==> src/rtl/imem_boot_loader_pkg.sv <==
// Shared types and frame constants for the instruction-memory boot loader.
// Imported by the loader top and its word assembler.
package imem_boot_loader_pkg;

    typedef enum logic [2:0] {
        IDLE,
        LEN0,
        LEN1,
        DATA,
        CSUM,
        DONE,
        ERR
    } state_t;

    localparam int LEN_BYTES  = 2;
    localparam int WORD_BYTES = 4;
    localparam int LEN_W      = 8 * LEN_BYTES;

endpackage

==> src/rtl/imem_boot_loader_word_assembler.sv <==
// Collects four little-endian bytes into one 32-bit word.
// word_valid pulses the cycle after the fourth byte is shifted in.
module imem_word_assembler
    import imem_boot_loader_pkg::*;
(
    input  logic        clk,
    input  logic        rst,
    input  logic        i_clr,
    input  logic        i_shift,
    input  logic [7:0]  i_byte,
    output logic        o_last,
    output logic        o_word_valid,
    output logic [31:0] o_word
);

    logic [1:0]  r_idx;
    logic [23:0] r_part;
    logic        r_valid;
    logic [31:0] r_word;

    assign o_last       = i_shift && (r_idx == 2'(WORD_BYTES - 1));
    assign o_word_valid = r_valid;
    assign o_word       = r_word;

    always_ff @(posedge clk) begin
        if (rst) begin
            r_idx   <= 2'd0;
            r_part  <= 24'd0;
            r_valid <= 1'b0;
            r_word  <= 32'd0;
        end else if (i_clr) begin
            r_idx   <= 2'd0;
            r_part  <= 24'd0;
            r_valid <= 1'b0;
        end else begin
            r_valid <= o_last;
            if (o_last) begin
                r_word <= {i_byte, r_part};
                r_idx  <= 2'd0;
            end else if (i_shift) begin
                case (r_idx)
                    2'd0:    r_part[7:0]   <= i_byte;
                    2'd1:    r_part[15:8]  <= i_byte;
                    default: r_part[23:16] <= i_byte;
                endcase
                r_idx <= r_idx + 2'd1;
            end
        end
    end

endmodule

==> src/rtl/imem_boot_loader.sv <==
// Byte-stream boot loader: writes a length-prefixed, XOR-checked image
// into instruction memory and holds the core in reset until it verifies.
module imem_boot_loader
    import imem_boot_loader_pkg::*;
#(
    parameter int ADDR_W    = 8,
    parameter int BASE_ADDR = 0
) (
    input  logic              clk,
    input  logic              rst,
    input  logic              start,
    input  logic              byte_valid,
    input  logic [7:0]        byte_data,
    output logic              byte_ready,
    output logic              imem_we,
    output logic [ADDR_W-1:0] imem_addr,
    output logic [31:0]       imem_wdata,
    output logic              cpu_hold,
    output logic              done,
    output logic              error
);

    localparam logic [31:0] MAX_N = 32'(1) << ADDR_W;

    state_t             r_state;
    state_t             w_next;
    logic [LEN_W-1:0]   r_len;
    logic [LEN_W-1:0]   r_widx;
    logic [7:0]         r_csum;
    logic [ADDR_W-1:0]  r_addr;

    logic               w_xfer;
    logic               w_arm;
    logic               w_shift;
    logic               w_last;
    logic [LEN_W-1:0]   w_len;
    logic [LEN_W-1:0]   w_widx_nx;

    assign w_xfer    = byte_valid && byte_ready;
    assign w_arm     = start && (r_state inside {IDLE, DONE, ERR});
    assign w_shift   = w_xfer && (r_state == DATA);
    assign w_len     = {byte_data, r_len[7:0]};
    assign w_widx_nx = r_widx + LEN_W'(1);
    assign imem_addr = r_addr;

    imem_word_assembler u_asm (
        .clk          (clk),
        .rst          (rst),
        .i_clr        (w_arm),
        .i_shift      (w_shift),
        .i_byte       (byte_data),
        .o_last       (w_last),
        .o_word_valid (imem_we),
        .o_word       (imem_wdata)
    );

    always_ff @(posedge clk) begin
        if (rst) r_state <= IDLE;
        else     r_state <= w_next;
    end

    always_comb begin
        w_next = r_state;
        unique case (r_state)
            IDLE, DONE, ERR: if (start) w_next = LEN0;
            LEN0: if (w_xfer) w_next = LEN1;
            LEN1: begin
                if (w_xfer) begin
                    if ({{(32-LEN_W){1'b0}}, w_len} > MAX_N) w_next = ERR;
                    else if (w_len == '0)                     w_next = CSUM;
                    else                                      w_next = DATA;
                end
            end
            DATA: if (w_last && (w_widx_nx == r_len)) w_next = CSUM;
            CSUM: if (w_xfer) w_next = (byte_data == r_csum) ? DONE : ERR;
            default: w_next = IDLE;
        endcase
    end

    always_comb begin
        byte_ready = r_state inside {LEN0, LEN1, DATA, CSUM};
        done       = (r_state == DONE);
        error      = (r_state == ERR);
        cpu_hold   = (r_state != DONE);
    end

    // Datapath: length latch, running XOR and the write address of the word in flight
    always_ff @(posedge clk) begin
        if (rst) begin
            r_len  <= '0;
            r_widx <= '0;
            r_csum <= 8'd0;
            r_addr <= ADDR_W'(BASE_ADDR);
        end else if (w_arm) begin
            r_widx <= '0;
            r_csum <= 8'd0;
        end else begin
            if (w_xfer && (r_state == LEN0)) r_len[7:0]       <= byte_data;
            if (w_xfer && (r_state == LEN1)) r_len[LEN_W-1:8] <= byte_data;
            if (w_shift) r_csum <= r_csum ^ byte_data;
            if (w_last) begin
                r_addr <= ADDR_W'(BASE_ADDR) + r_widx[ADDR_W-1:0];
                r_widx <= w_widx_nx;
            end
        end
    end

endmodule

==> config.mk <==
export PLATFORM = sky130hd
export DESIGN_NAME = imem_boot_loader
export DESIGN_NICKNAME = d
export VERILOG_FILES = /design/src/rtl/imem_boot_loader_pkg.sv /design/src/rtl/imem_boot_loader_word_assembler.sv /design/src/rtl/imem_boot_loader.sv
export SDC_FILE = /design/constraint.sdc
export NUM_CORES = 1
export LEC_CHECK = 0
export BUFFER_PORTS_ARGS = -buffer_cell sky130_fd_sc_hd__buf_2
export CORE_AREA = 2 2 117 119
export CTS_CLUSTER_DIAMETER = 40
export DETAILED_ROUTE_END_ITERATION = 16
export DIE_AREA = 0 0 119 121
export PLACE_DENSITY = 0.61
export REMOVE_ABC_BUFFERS = 1
export SETUP_SLACK_MARGIN = 0.3
export SLEW_MARGIN = 15
export SYNTH_ARGS = -nofsm -noshare
export SYNTH_HDL_FRONTEND = slang
export SYNTH_SLANG_ARGS = --single-unit
==> constraint.sdc <==
create_clock -name clk -period 2.5 [get_ports clk]
set_input_delay 0 -clock clk [delete_from_list [all_inputs] [get_ports clk]]
set_output_delay 0 -clock clk [all_outputs]
set_load 0.05 [all_outputs]
### Yosys cells after proc, flatten, opt, wreduce, memory -nomap -nowiden

Cells that the tools add are included.

* register bits after elaboration: 110
* bits in latches: 0
* memory bits (writable): 0
* bits in read-only memories: 0
* bits of input ports: 12
* output and inout port bits: 45
* word-level logic and storage cells: 67
* memories: 0

* add/subtract/negate cells: 2
* $mul: 0
* div/mod/pow operators: 0
* order comparisons: 1
* equal/unequal tests: 16
* shift operators: 0
* mux-type cells: 9
* bitwise operators: 4
* reductions and logical operators: 23

Operator list (number)
* two-way mux 3 bit: 7
* adder 16 x 1 -> 16 bit (second input constant): 1
* == test 16 bit: 1
* greater-than comparator 16 x 9 -> 1 bit (second input constant): 1
* zero test 16 bit: 1
* case mux 3 bit (5 select lines): 1
* inequality test 2 bit (second input constant): 5
* == test 3 bit (second input constant): 3
* AND reduction 3 bit: 3
* == test 8 bit: 1
* XOR 8 bit: 1
* logical AND 1 bit: 7
* == test 3 x 2 -> 1 bit (second input constant): 2
* AND reduction 2 bit: 3
* OR reduction 3 bit: 2
* AND reduction 5 bit: 1
* nonzero test 4 bit: 1
* OR reduction 2 bit: 2
* == test 3 x 1 -> 1 bit (second input constant): 1
* zero test 3 bit: 1
* inequality test 3 bit (second input constant): 1
* inverter 1 bit: 3
* nonzero test 3 bit: 1
* adder 2 x 1 -> 2 bit (second input constant): 1
* other kinds (4): 4

### Longest topological paths before layout

Gate-level depths: netlist of the first run.

* depth after elaboration: 8
* gate-level depth with buffers: 9
* mapped depth without buffers: 7

### By module

A second synthesis of the first run with hierarchy kept.

* cells, all modules: 598
* area, all modules: 5574.1 µm²

By module, submodules not included
* imem_boot_loader: instances 1, cells each 350, area each 2856.5 µm², sequential area each 1021.0 µm²
* imem_word_assembler: instances 1, cells each 248, area each 2717.6 µm², sequential area each 1181.1 µm²

### Worst setup path after synthesis of the first run

No wires, ideal clock.

* path kind: register to register
* start: register r_widx[1]
* end: register r_state[1]
* setup time: 0.129 ns
* data arrival time: 1.937 ns
* data required time: 2.371 ns
* slack: 0.434 ns
* cell stages (with the launch flop): 8
* buffers on the path: 1
* clock period less this slack: 2.066 ns
* cells stage by stage: dfxtp_1 -> ha_1 -> buf_2 -> nand3_1 -> or3_1 -> a2111o_1 -> nor4_4 -> o22ai_1

* longest elaborated chain between the ends: 5

RTL lines
* start: declaration: line imem_boot_loader.sv:28 `logic [LEN_W-1:0] r_widx;`
* start signal: assignment: line imem_boot_loader.sv:103 `r_widx <= w_widx_nx;`
* adder 16 x 1 -> 16 bit: line imem_boot_loader.sv:43 `assign w_widx_nx = r_widx + LEN_W'(1);`
* == test 16 bit: line imem_boot_loader.sv:74 `DATA: if (w_last && (w_widx_nx == r_len)) w_next = CSUM;`
* logical AND 1 bit: line imem_boot_loader.sv:74
* inequality test 2 bit (no source line)
* AND reduction 5 bit (no source line)
* end signal: assignment: line imem_boot_loader.sv:59 `else r_state <= w_next;`
* end: declaration: line imem_boot_loader.sv:25 `state_t r_state;`

No other way between the ends.
A chain may end at the register's enable or synchronous reset.

### Worst setup path in the final report of the first run

* start: register r_widx[11]
* end: register r_state[1]

Same word-level chain as after synthesis.

==> results.py, run 1 <==
metrics = {
    "run_status": {
        "status": "finished, final reports clean",
    },
    "worst_setup_path": {
        "critPathMaxFanout": 5,
        "crit_path_start_kind": "flip-flop",
        "crit_slowest_cell": "dfxtp_1",
        "worst-setup-path-type": "flip-flop to flip-flop",
        "end_kind": "flip-flop",
        "crit_path_frequent_cell": "nor4_4",
        "arrival_ns": 2.42,
        "cp_data_required_time_ns": 2.73,
        "crit_chain": "nand4_1 -> nor4_4 -> xnor2_1 -> a2111o_1 -> nor4_4 -> o22ai_1",
        "critical_path.max_stage_delay_ns": 0.43,
    },
    "yosys": {
        "yosysSeqAreaShare": 0.427,
        "yosys_warnings": 0,
        "synth_cell_types": 65,
        "mappedNetlistArea_sq_mm": 0.00515,
        "async_flop_share": 0,
        "synth-edff-count": 0,
        "synthCells": 646,
        "synthFlopType": "dfxtp_1",
        "avgSynthCellArea_sq_um": 7.98,
        "ys_ff_latch": 110,
        "ys_top_cells_by_area": "dfxtp_1, nand2_1, a21oi_1, xor2_1, xnor2_1",
        "yosys.area.top_type_share": 0.427,
        "synth_top_area_cell": "dfxtp_1",
    },
    "detailed_routing": {
        "num_vias": 4645,
        "finalWirelength_microns": 13200,
        "ant_nets": 0,
        "firstDrtPassIters": 5,
        "vias_per_cell": 5.32,
        "drc_errors": 0,
        "dr.first_iter.drc_count": 271,
        "avgRoutedWirePerCell_microns": 15.1,
    },
    "clocking": {
        "cts_sinks": 110,
        "cts_max_level": 3,
        "clk-insertion-delay-late_ns": 0.36,
        "cts_buffers": 9,
        "path_clk_slew_ns": 0.08,
        "cts-hold-fix-buffers": 0,
        "clockBufferDepth": 2,
        "clock_tree.root_cell": "clkbuf_16",
        "cts_tree": "yes",
    },
    "floorplanning": {
        "die_y_microns": 121,
        "std_cell_rows": 42,
        "ios": 57,
        "start_util": 0.394,
        "die_x_microns": 119,
        "die-area_sq_mm": 0.0144,
        "core_area_sq_mm": 0.0131,
    },
    "power_and_ir_drop": {
        "vdd_drop_max_v": 0.000328,
        "total_power_mw": 4.04,
        "power.leakage_nw": 2.24,
        "p_per_area_mw_per_mm2": 668,
    },
    "finish": {
        "multiInputGateArea_sq_mm": 0.00276,
        "num_antenna_cells": 0,
        "regArea_sq_mm": 0.00222,
        "final_common_cell": "nand2_1",
        "fin_area_sq_mm": 0.00604,
        "postLayoutCoreUtil": 0.462,
        "drive_above_1_share": 0.197,
        "fillerInstances": 1310,
        "area_delta_synth_final_pct": 17.3,
        "final_net_count": 711,
        "final_cell_mix": "nand2_1, dfxtp_1, a21oi_1",
    },
    "global_route": {
        "grt_pass1_wl_microns": 21400,
        "grt-ovfl-total": 0,
        "grt.total_usage": 0.185,
        "grt_pass1_vias": 4256,
        "grt_start_max_net_pins": 39,
        "antenna_found_initial": 0,
    },
    "sta": {
        "rsz0062_at_grt": "false",
        "period_minus_slack_ns": 2.18,
        "finalSetupTns_ns": 0,
        "setup_viol": 0,
        "finClkSkew_ns": 0.00989,
        "tightest_slew_ns": 0.448,
        "fmax_mhz": 458,
        "post-route-period-util": 0.873,
        "final_max_slew_viol_count": 0,
        "hold_violations": 0,
        "slew_headroom": 0.699,
        "whs_ns": 0.0196,
    },
    "place": {
        "place_congestion": 0.884,
        "dpl.hpwl_microns": 8900,
        "io_buffers": 56,
        "place_area_sq_mm": 0.00555,
    },
    "min_path": {
        "hold_class": "input pin to flip-flop",
    },
    "flow_run": {
        "drv_cap": 0,
    },
}
## worst max-delay path, delay by kind of cell, from the launching register on
family / cells / cell delay, ns
AO/OA/AOI/OAI: 2 / 0.47
XOR/XNOR: 1 / 0.11
flip-flops: 1 / 0.43
AND/OR/NAND/NOR: 3 / 1.04
## Yosys cell counts (2+ instances only)
master      n
a21o_1      2
a21oi_1    85
a31oi_1     5
and2_0      2
and2_1      2
and3_1      4
buf_1       3
buf_2       4
buf_4       3
buf_6       5
clkbuf_1   34
dfxtp_1   110
ha_1        7
inv_1       9
mux2i_1     2
nand2_1   167
nand2b_1    2
nand3_1    33
nand4_1     4
nor2_1     25
nor2b_1     3
nor3_1      9
nor3b_1     3
nor4_1      7
nor4_4      3
nor4b_1     2
o21ai_0    24
o311ai_0    2
o31a_1      2
o31ai_1     6
o41ai_1     2
or3_1       3
xnor2_1    19
xor2_1     22
## layout make-up
cell class	count	share of cell area
inverters	10	0.00621
flip-flops and latches	110	0.368
repair buffers	85	0.0855
clock inverters	6	0.0101
clock buffers	10	0.0379
multi-input cells	476	0.456
well taps	176	0.0364
## flip-flops by register name, indices dropped and copies added, names as in the netlist
| signal | count |
|---|---|
| imem_addr | 8 |
| r_csum | 8 |
| r_len | 16 |
| r_state | 3 |
| r_widx | 16 |
| u_asm.o_word | 32 |
| u_asm.o_word_valid | 1 |
| u_asm.r_idx | 2 |
| u_asm.r_part | 24 |
## power by group
| group | leakage [nW] | switching [mW] | internal, mW |
|---|---|---|---|
| combinational | 1.20 | 0.498 | 0.264 |
| clock | 0.144 | 0.705 | 0.705 |
| sequential | 0.894 | 0.0557 | 1.81 |
| total | 2.24 | 1.26 | 2.78 |
## layer usage
layer,vias to the layer above,wire length (microns),GRT usage,share of wire
met3,19,566,0.0348,0.043
met4,0,199,0.0677,0.015
met2,121,6280,0.303,0.48
met5,-,0,0,0
met1,2206,6110,0.245,0.46
li1,2299,-,-,-
## what timing repair did
| item | 4_1_cts | 5_1_grt |
|---|---|---|
| resized for setup | 6 | 30 |
| pin swaps | 1 | 13 |
| setup buffers | 0 | 9 |
| endpoints found under the setup margin | 3 | 5 |
## per-stage QoR
step / worst slack, ns / cells
6_report: 0.317 / 873
5_1_grt: 0.257 / 873
4_1_cts: 0.310 / 864
3_5_place_dp: 0.244 / 848
3_3_place_gp: 0.318 / 848
2_1_floorplan: -0.967 / 596
## final timing paths
kind | start | endpoint | slack (ns) | depth (start not counted)
hold reg to reg | u_asm.o_word[22] | u_asm.o_word[22] | 0.45 | 2
setup reg to reg | r_widx[11] | r_state[1] | 0.32 | 6
setup / recovery | r_widx[11] | r_state[1] | 0.32 | 6
hold / removal | byte_data[7] | u_asm.o_word[31] | 0.02 | 3
## cells by family after synthesis
family	Yosys count	share of synthesized area
buffers and inverters	60	0.0558
AND/OR/NAND/NOR	282	0.263
multiplexers	3	0.00607
AO/OA/AOI/OAI	143	0.161
flip-flops	110	0.427
XOR/XNOR	41	0.0697
adder cells (fa/ha/maj)	7	0.0170
Power figures use the tool's default switching activity.
==> run 2, diff against run 1 <==
--- a/config.mk
+++ b/config.mk
@@ -10,6 +10,7 @@
 export CTS_CLUSTER_DIAMETER = 40
 export DETAILED_ROUTE_END_ITERATION = 16
 export DIE_AREA = 0 0 119 121
+export MAX_ROUTING_LAYER = met4
 export PLACE_DENSITY = 0.61
 export REMOVE_ABC_BUFFERS = 1
 export SETUP_SLACK_MARGIN = 0.3
==> constraint.sdc (replaced) <==
create_clock -name clk -period 2.75 [get_ports clk]
set_input_delay 0 -clock clk [delete_from_list [all_inputs] [get_ports clk]]
set_output_delay 0 -clock clk [all_outputs]
set_load 0.05 [all_outputs]
==> run 2 against run 1 <==
  * Total power decreased by 7.6%
  * Critical path type unchanged
  * Fmax decreased by 2.6%
  * Worst setup slack improved by 0.19 ns
  * Critical endpoint unchanged
  * Clock power decreased by 4%
  * Core utilization decreased by 1.6 points
==> results.py, run 2 (synthesis results as in run 1) <==
metrics = {
    "clocking": {
        "cts_sinks": 110,
        "clock_tree.root_cell": "clkbuf_16",
        "path_clk_slew_ns": 0.07,
        "cts-hold-fix-buffers": 0,
        "clockBufferDepth": 2,
        "cts_max_level": 3,
        "clk-insertion-delay-late_ns": 0.35,
        "cts_buffers": 9,
        "cts_tree": "yes",
    },
    "finish": {
        "multiInputGateArea_sq_mm": 0.00268,
        "regArea_sq_mm": 0.00220,
        "postLayoutCoreUtil": 0.446,
        "area_delta_synth_final_pct": 13.2,
        "num_antenna_cells": 0,
        "fin_area_sq_mm": 0.00583,
        "final_net_count": 696,
        "final_cell_mix": "nand2_1, dfxtp_1, a21oi_1",
        "drive_above_1_share": 0.147,
        "final_common_cell": "nand2_1",
        "layout.cells.non_filler": 858,
        "largest_reg_flops": 32,
        "fillerInstances": 1332,
    },
    "power_and_ir_drop": {
        "pwr-share-seq": 0.455,
        "pwr-share-comb": 0.183,
        "power.leakage_nw": 2.12,
        "p_per_area_mw_per_mm2": 639,
        "p_int_mw": 2.62,
        "switchingPower_mw": 1.11,
        "clkPwrFrac": 0.362,
        "vdd_drop_max_v": 0.000292,
        "total_power_mw": 3.73,
        "switching_share": 0.298,
    },
    "sta": {
        "final_max_slew_viol_count": 0,
        "slew_headroom": 0.431,
        "period_minus_slack_ns": 2.24,
        "tightest_slew_ns": 0.852,
        "fmax_mhz": 446,
        "setup_viol": 0,
        "fin_ws_ns": 0.508,
        "hold_violations": 0,
        "whs_ns": 0.0276,
        "finClkSkew_ns": 0.00872,
        "rsz0062_at_grt": "false",
        "finalSetupTns_ns": 0,
        "post-route-period-util": 0.815,
    },
    "min_path": {
        "hold_class": "input pin to flip-flop",
    },
    "global_route": {
        "grt_pass1_wl_microns": 20600,
        "grt-ovfl-total": 0,
        "antenna_found_initial": 0,
        "grt.total_usage": 0.185,
        "grt_pass1_vias": 4123,
        "grt_start_max_net_pins": 41,
    },
    "detailed_routing": {
        "num_vias": 4471,
        "drc_errors": 0,
        "dr.first_iter.drc_count": 380,
        "vias_per_cell": 5.21,
        "finalWirelength_microns": 12800,
        "avgRoutedWirePerCell_microns": 14.9,
        "firstDrtPassIters": 5,
        "ant_nets": 0,
    },
    "worst_setup_path": {
        "arrival_ns": 2.47,
        "crit_path_start_kind": "flip-flop",
        "critPathMaxFanout": 12,
        "path_buf_inv": 0,
        "crit_slowest_cell": "dfxtp_1",
        "cp_data_required_time_ns": 2.98,
        "worst-setup-path-type": "flip-flop to flip-flop",
        "crit_chain": "nand2_2 -> or4_1 -> a31oi_1 -> o2111ai_2 -> nor4_4 -> o22ai_1",
        "critical_path.max_stage_delay_ns": 0.55,
        "path_delay_family": "simple AND/OR/NAND/NOR gates",
        "end_kind": "flip-flop",
    },
    "floorplanning": {
        "start_util": 0.394,
        "die-area_sq_mm": 0.0144,
        "std_cell_rows": 42,
        "die_x_microns": 119,
        "die_y_microns": 121,
        "ios": 57,
        "core_area_sq_mm": 0.0131,
    },
    "place": {
        "dp.cells": 842,
        "post-place-ws_ns": 0.342,
        "place_congestion": 0.894,
        "dpl.hpwl_microns": 8690,
        "io_buffers": 56,
        "place_area_sq_mm": 0.00551,
    },
    "run_status": {
        "status": "finished, final reports clean",
    },
    "flow_run": {
        "drv_cap": 0,
    },
}
-- run 2: worst min-delay path, stage by stage --
cell	delay (ns)
buf_2	0.19
nand2_1	0.09
a21oi_1	0.05
-- run 2: layout make-up --
type                            count  share of cell area
Clock inverter                      5              0.0120
Tap cell                          176              0.0378
Timing Repair Buffer               70              0.0661
Inverter                           10             0.00644
Multi-Input combinational cell    476               0.459
Clock buffer                       11              0.0416
Sequential cell                   110               0.378
-- run 2: layer usage --
| layer | GRT usage | vias up | part of all wire |
|---|---|---|---|
| li1 | - | 2264 | - |
| met1 | 0.239 | 2077 | 0.48 |
| met2 | 0.288 | 112 | 0.45 |
| met3 | 0.0409 | 18 | 0.046 |
| met4 | 0.0640 | 0 | 0.021 |
| met5 | - | - | 0 |
-- run 2: power by group through the flow --
stage / Clock [mW] / Combinational, mW / Sequential (mW)
after global routing: 1.44 / 0.751 / 1.70
final: 1.35 / 0.682 / 1.69
after floorplan: 0 / 0.428 / 1.75
after CTS: 1.38 / 0.679 / 1.69
after detailed placement: 0 / 0.676 / 1.73
after global placement: 0 / 0.662 / 1.73
-- run 2: path summary, 6_finish.rpt --
| kind | from | end | slack (ns) | cells after the start |
|---|---|---|---|---|
| setup reg to reg | r_widx[1] | r_state[1] | 0.51 | 6 |
| hold / removal | byte_data[5] | r_len[5] | 0.03 | 3 |
| setup / recovery | r_widx[1] | r_state[1] | 0.51 | 6 |
| hold reg to reg | u_asm.o_word[3] | u_asm.o_word[3] | 0.45 | 2 |
-- run 2: repair_timing --
item / 4_1_cts / 5_1_grt
endpoints found under the setup margin: 0 / 3
setup buffers: 0 / 0
hold endpoints to repair: 0 / 0
resized for setup: 0 / 2
==> run 3, diff against run 2 <==
--- a/config.mk
+++ b/config.mk
@@ -11,7 +11,7 @@
 export DETAILED_ROUTE_END_ITERATION = 16
 export DIE_AREA = 0 0 119 121
 export MAX_ROUTING_LAYER = met4
-export PLACE_DENSITY = 0.61
+export PLACE_DENSITY = 0.63
 export REMOVE_ABC_BUFFERS = 1
 export SETUP_SLACK_MARGIN = 0.3
 export SLEW_MARGIN = 15
==> constraint.sdc (replaced) <==
create_clock -name clk -period 2 [get_ports clk]
set_input_delay 0 -clock clk [delete_from_list [all_inputs] [get_ports clk]]
set_output_delay 0 -clock clk [all_outputs]
set_load 0.05 [all_outputs]
==> run 3 against run 2 <==
  * Combinational power is 54% higher
  * Core utilization is 4.1 points higher
  * First-iteration DRC count down 29%
  * Via count rose by 6.0%
  * Cell count grew 5.2%
  * Non-clock buffer count grew 45
  * Highest routed layer unchanged
==> results.py, run 3 (synthesis results as in run 1) <==
metrics = {
    "floorplanning": {
        "die_y_microns": 121,
        "die-area_sq_mm": 0.0144,
        "start_util": 0.394,
        "ios": 57,
        "core_area_sq_mm": 0.0131,
        "std_cell_rows": 42,
        "die_x_microns": 119,
    },
    "power_and_ir_drop": {
        "vdd_drop_max_v": 0.000434,
        "power.leakage_nw": 2.44,
        "p_per_area_mw_per_mm2": 804,
    },
    "worst_setup_path": {
        "r2r_start": "r_widx[0]",
        "end_kind": "flip-flop",
        "r2r_end": "r_state[2]",
        "worst-setup-path-type": "flip-flop to flip-flop",
        "worst-r2r-cell-count": 7,
        "crit_path_end": "r_state[2]",
        "r2r_slack_ns": 0.03,
        "arrival_ns": 2.28,
        "cp_data_required_time_ns": 2.31,
        "crit_start": "r_widx[0]",
        "crit_path_start_kind": "flip-flop",
        "critPathMaxFanout": 5,
    },
    "finish": {
        "area_delta_synth_final_pct": 23.6,
        "largest_reg_flops": 32,
        "final_cell_mix": "nand2_1, dfxtp_1, a21oi_1",
        "fin_area_sq_mm": 0.00637,
        "drive_above_1_share": 0.239,
        "final_net_count": 741,
        "final_common_cell": "nand2_1",
        "postLayoutCoreUtil": 0.487,
        "num_antenna_cells": 0,
    },
    "clocking": {
        "clockBufferDepth": 2,
        "cts_tree": "yes",
        "cts_max_level": 3,
        "path_clk_slew_ns": 0.08,
        "cts_buffers": 9,
        "cts_sinks": 110,
        "clock_tree.root_cell": "clkbuf_16",
        "clk-insertion-delay-late_ns": 0.36,
    },
    "detailed_routing": {
        "dr.first_iter.drc_count": 269,
        "vias_per_cell": 5.25,
        "num_vias": 4741,
        "firstDrtPassIters": 5,
        "drc_errors": 0,
        "ant_nets": 0,
        "finalWirelength_microns": 13700,
        "avgRoutedWirePerCell_microns": 15.2,
    },
    "sta": {
        "hold_violations": 0,
        "finClkSkew_ns": 0.0126,
        "rsz0062_at_grt": "true",
        "finalSetupTns_ns": 0,
        "final_max_slew_viol_count": 0,
        "slew_headroom": 0.711,
        "tightest_slew_ns": 0.428,
        "period_minus_slack_ns": 1.97,
        "post-route-period-util": 0.987,
        "fmax_mhz": 507,
        "setup_viol": 0,
    },
    "run_status": {
        "status": "finished, final reports clean",
    },
    "flow_run": {
        "drv_cap": 0,
    },
    "place": {
        "io_buffers": 56,
        "dpl.hpwl_microns": 9440,
        "place_congestion": 0.898,
        "place_area_sq_mm": 0.00576,
    },
    "global_route": {
        "grt_start_max_net_pins": 39,
        "grt.total_usage": 0.197,
        "grt-ovfl-total": 0,
        "grt_pass1_wl_microns": 22000,
        "grt_pass1_vias": 4502,
        "antenna_found_initial": 0,
    },
    "min_path": {
        "hold_class": "input pin to flip-flop",
    },
}
run 3: cell types whose count changed in the layout (fill, tap and decap cells not counted), moves of 3 or more:
cell / before / now
nor3_1: 9 / 6
buf_4: 14 / 43
buf_6: 0 / 13
dfxtp_4: 0 / 3
dfxtp_1: 110 / 102
nor3_2: 0 / 3
dfxtp_2: 0 / 5
run 3: worst max-delay path, cell delays in order (launching register included):
cell and delay (ns):
dfxtp_2 0.37, buf_6 0.15, nand2_4 0.06, or4_1 0.47
a31oi_1 0.18, o2111ai_2 0.17, nor4_4 0.33, o31a_1 0.18
run 3: repair_timing:
| item | 4_1_cts | 5_1_grt |
|---|---|---|
| hold buffers | 0 | 0 |
| cloned | 0 | 2 |
| setup buffers | 5 | 6 |
| setup endpoints to repair | 50 | 65 |
| pin swaps | 6 | 10 |
| resized for setup | 23 | 37 |
run 3: how the worst min path moves through the flow:
stage	start	endpoint	slack, ns	depth (start not counted)
final	byte_data[1]	r_len[1]	0.01	3
after global routing	byte_data[3]	r_len[3]	0.001	3
after CTS	byte_data[6]	r_len[6]	0.003	3
after detailed placement	byte_data[0]	u_asm.o_word[24]	0.39	3
after global placement	byte_data[0]	r_len[0]	0.38	3
after floorplan	rst	imem_addr[0]	0.07	1
run 3: power by group:
part	leakage, nW	switching (mW)	total [mW]	internal (mW)
sequential	0.892	0.0713	2.33	2.26
combinational	1.41	0.651	1.05	0.397
clock	0.138	0.869	1.75	0.877
total	2.44	1.59	5.12	3.53
run 3: per-stage QoR:
stage / cells / hold slack [ns] / worst slack (ns) / power (mW)
finish: 903 / 0.0102 / 0.0261 / 5.12
global route: 903 / 0.00140 / -0.0878 / 5.35
CTS: 895 / 0.00330 / 0.0387 / 5.09
detailed placement: 874 / 0.388 / -0.0919 / 3.33
global placement: 874 / 0.376 / -0.00126 / 3.30
floorplan: 596 / 0.0691 / -1.47 / 3.00
run 3: final cells by class:
| class | instances | area, sq um |
|---|---|---|
| Clock buffer | 10 | 229 |
| Multi-Input combinational cell | 476 | 2810 |
| Sequential cell | 110 | 2220 |
| Fill cell | 1286 | 6720 |
| Inverter | 10 | 37.5 |
| Tap cell | 176 | 220 |
| Timing Repair Buffer | 115 | 795 |
| Clock inverter | 6 | 61.3 |
run 3: layer usage:
metal	global-route usage	vias to the layer above	share of wire
met4	0.0722	0	0.023
li1	-	2349	-
met5	-	-	0
met1	0.234	2261	0.44
met2	0.326	105	0.48
met3	0.0456	26	0.050
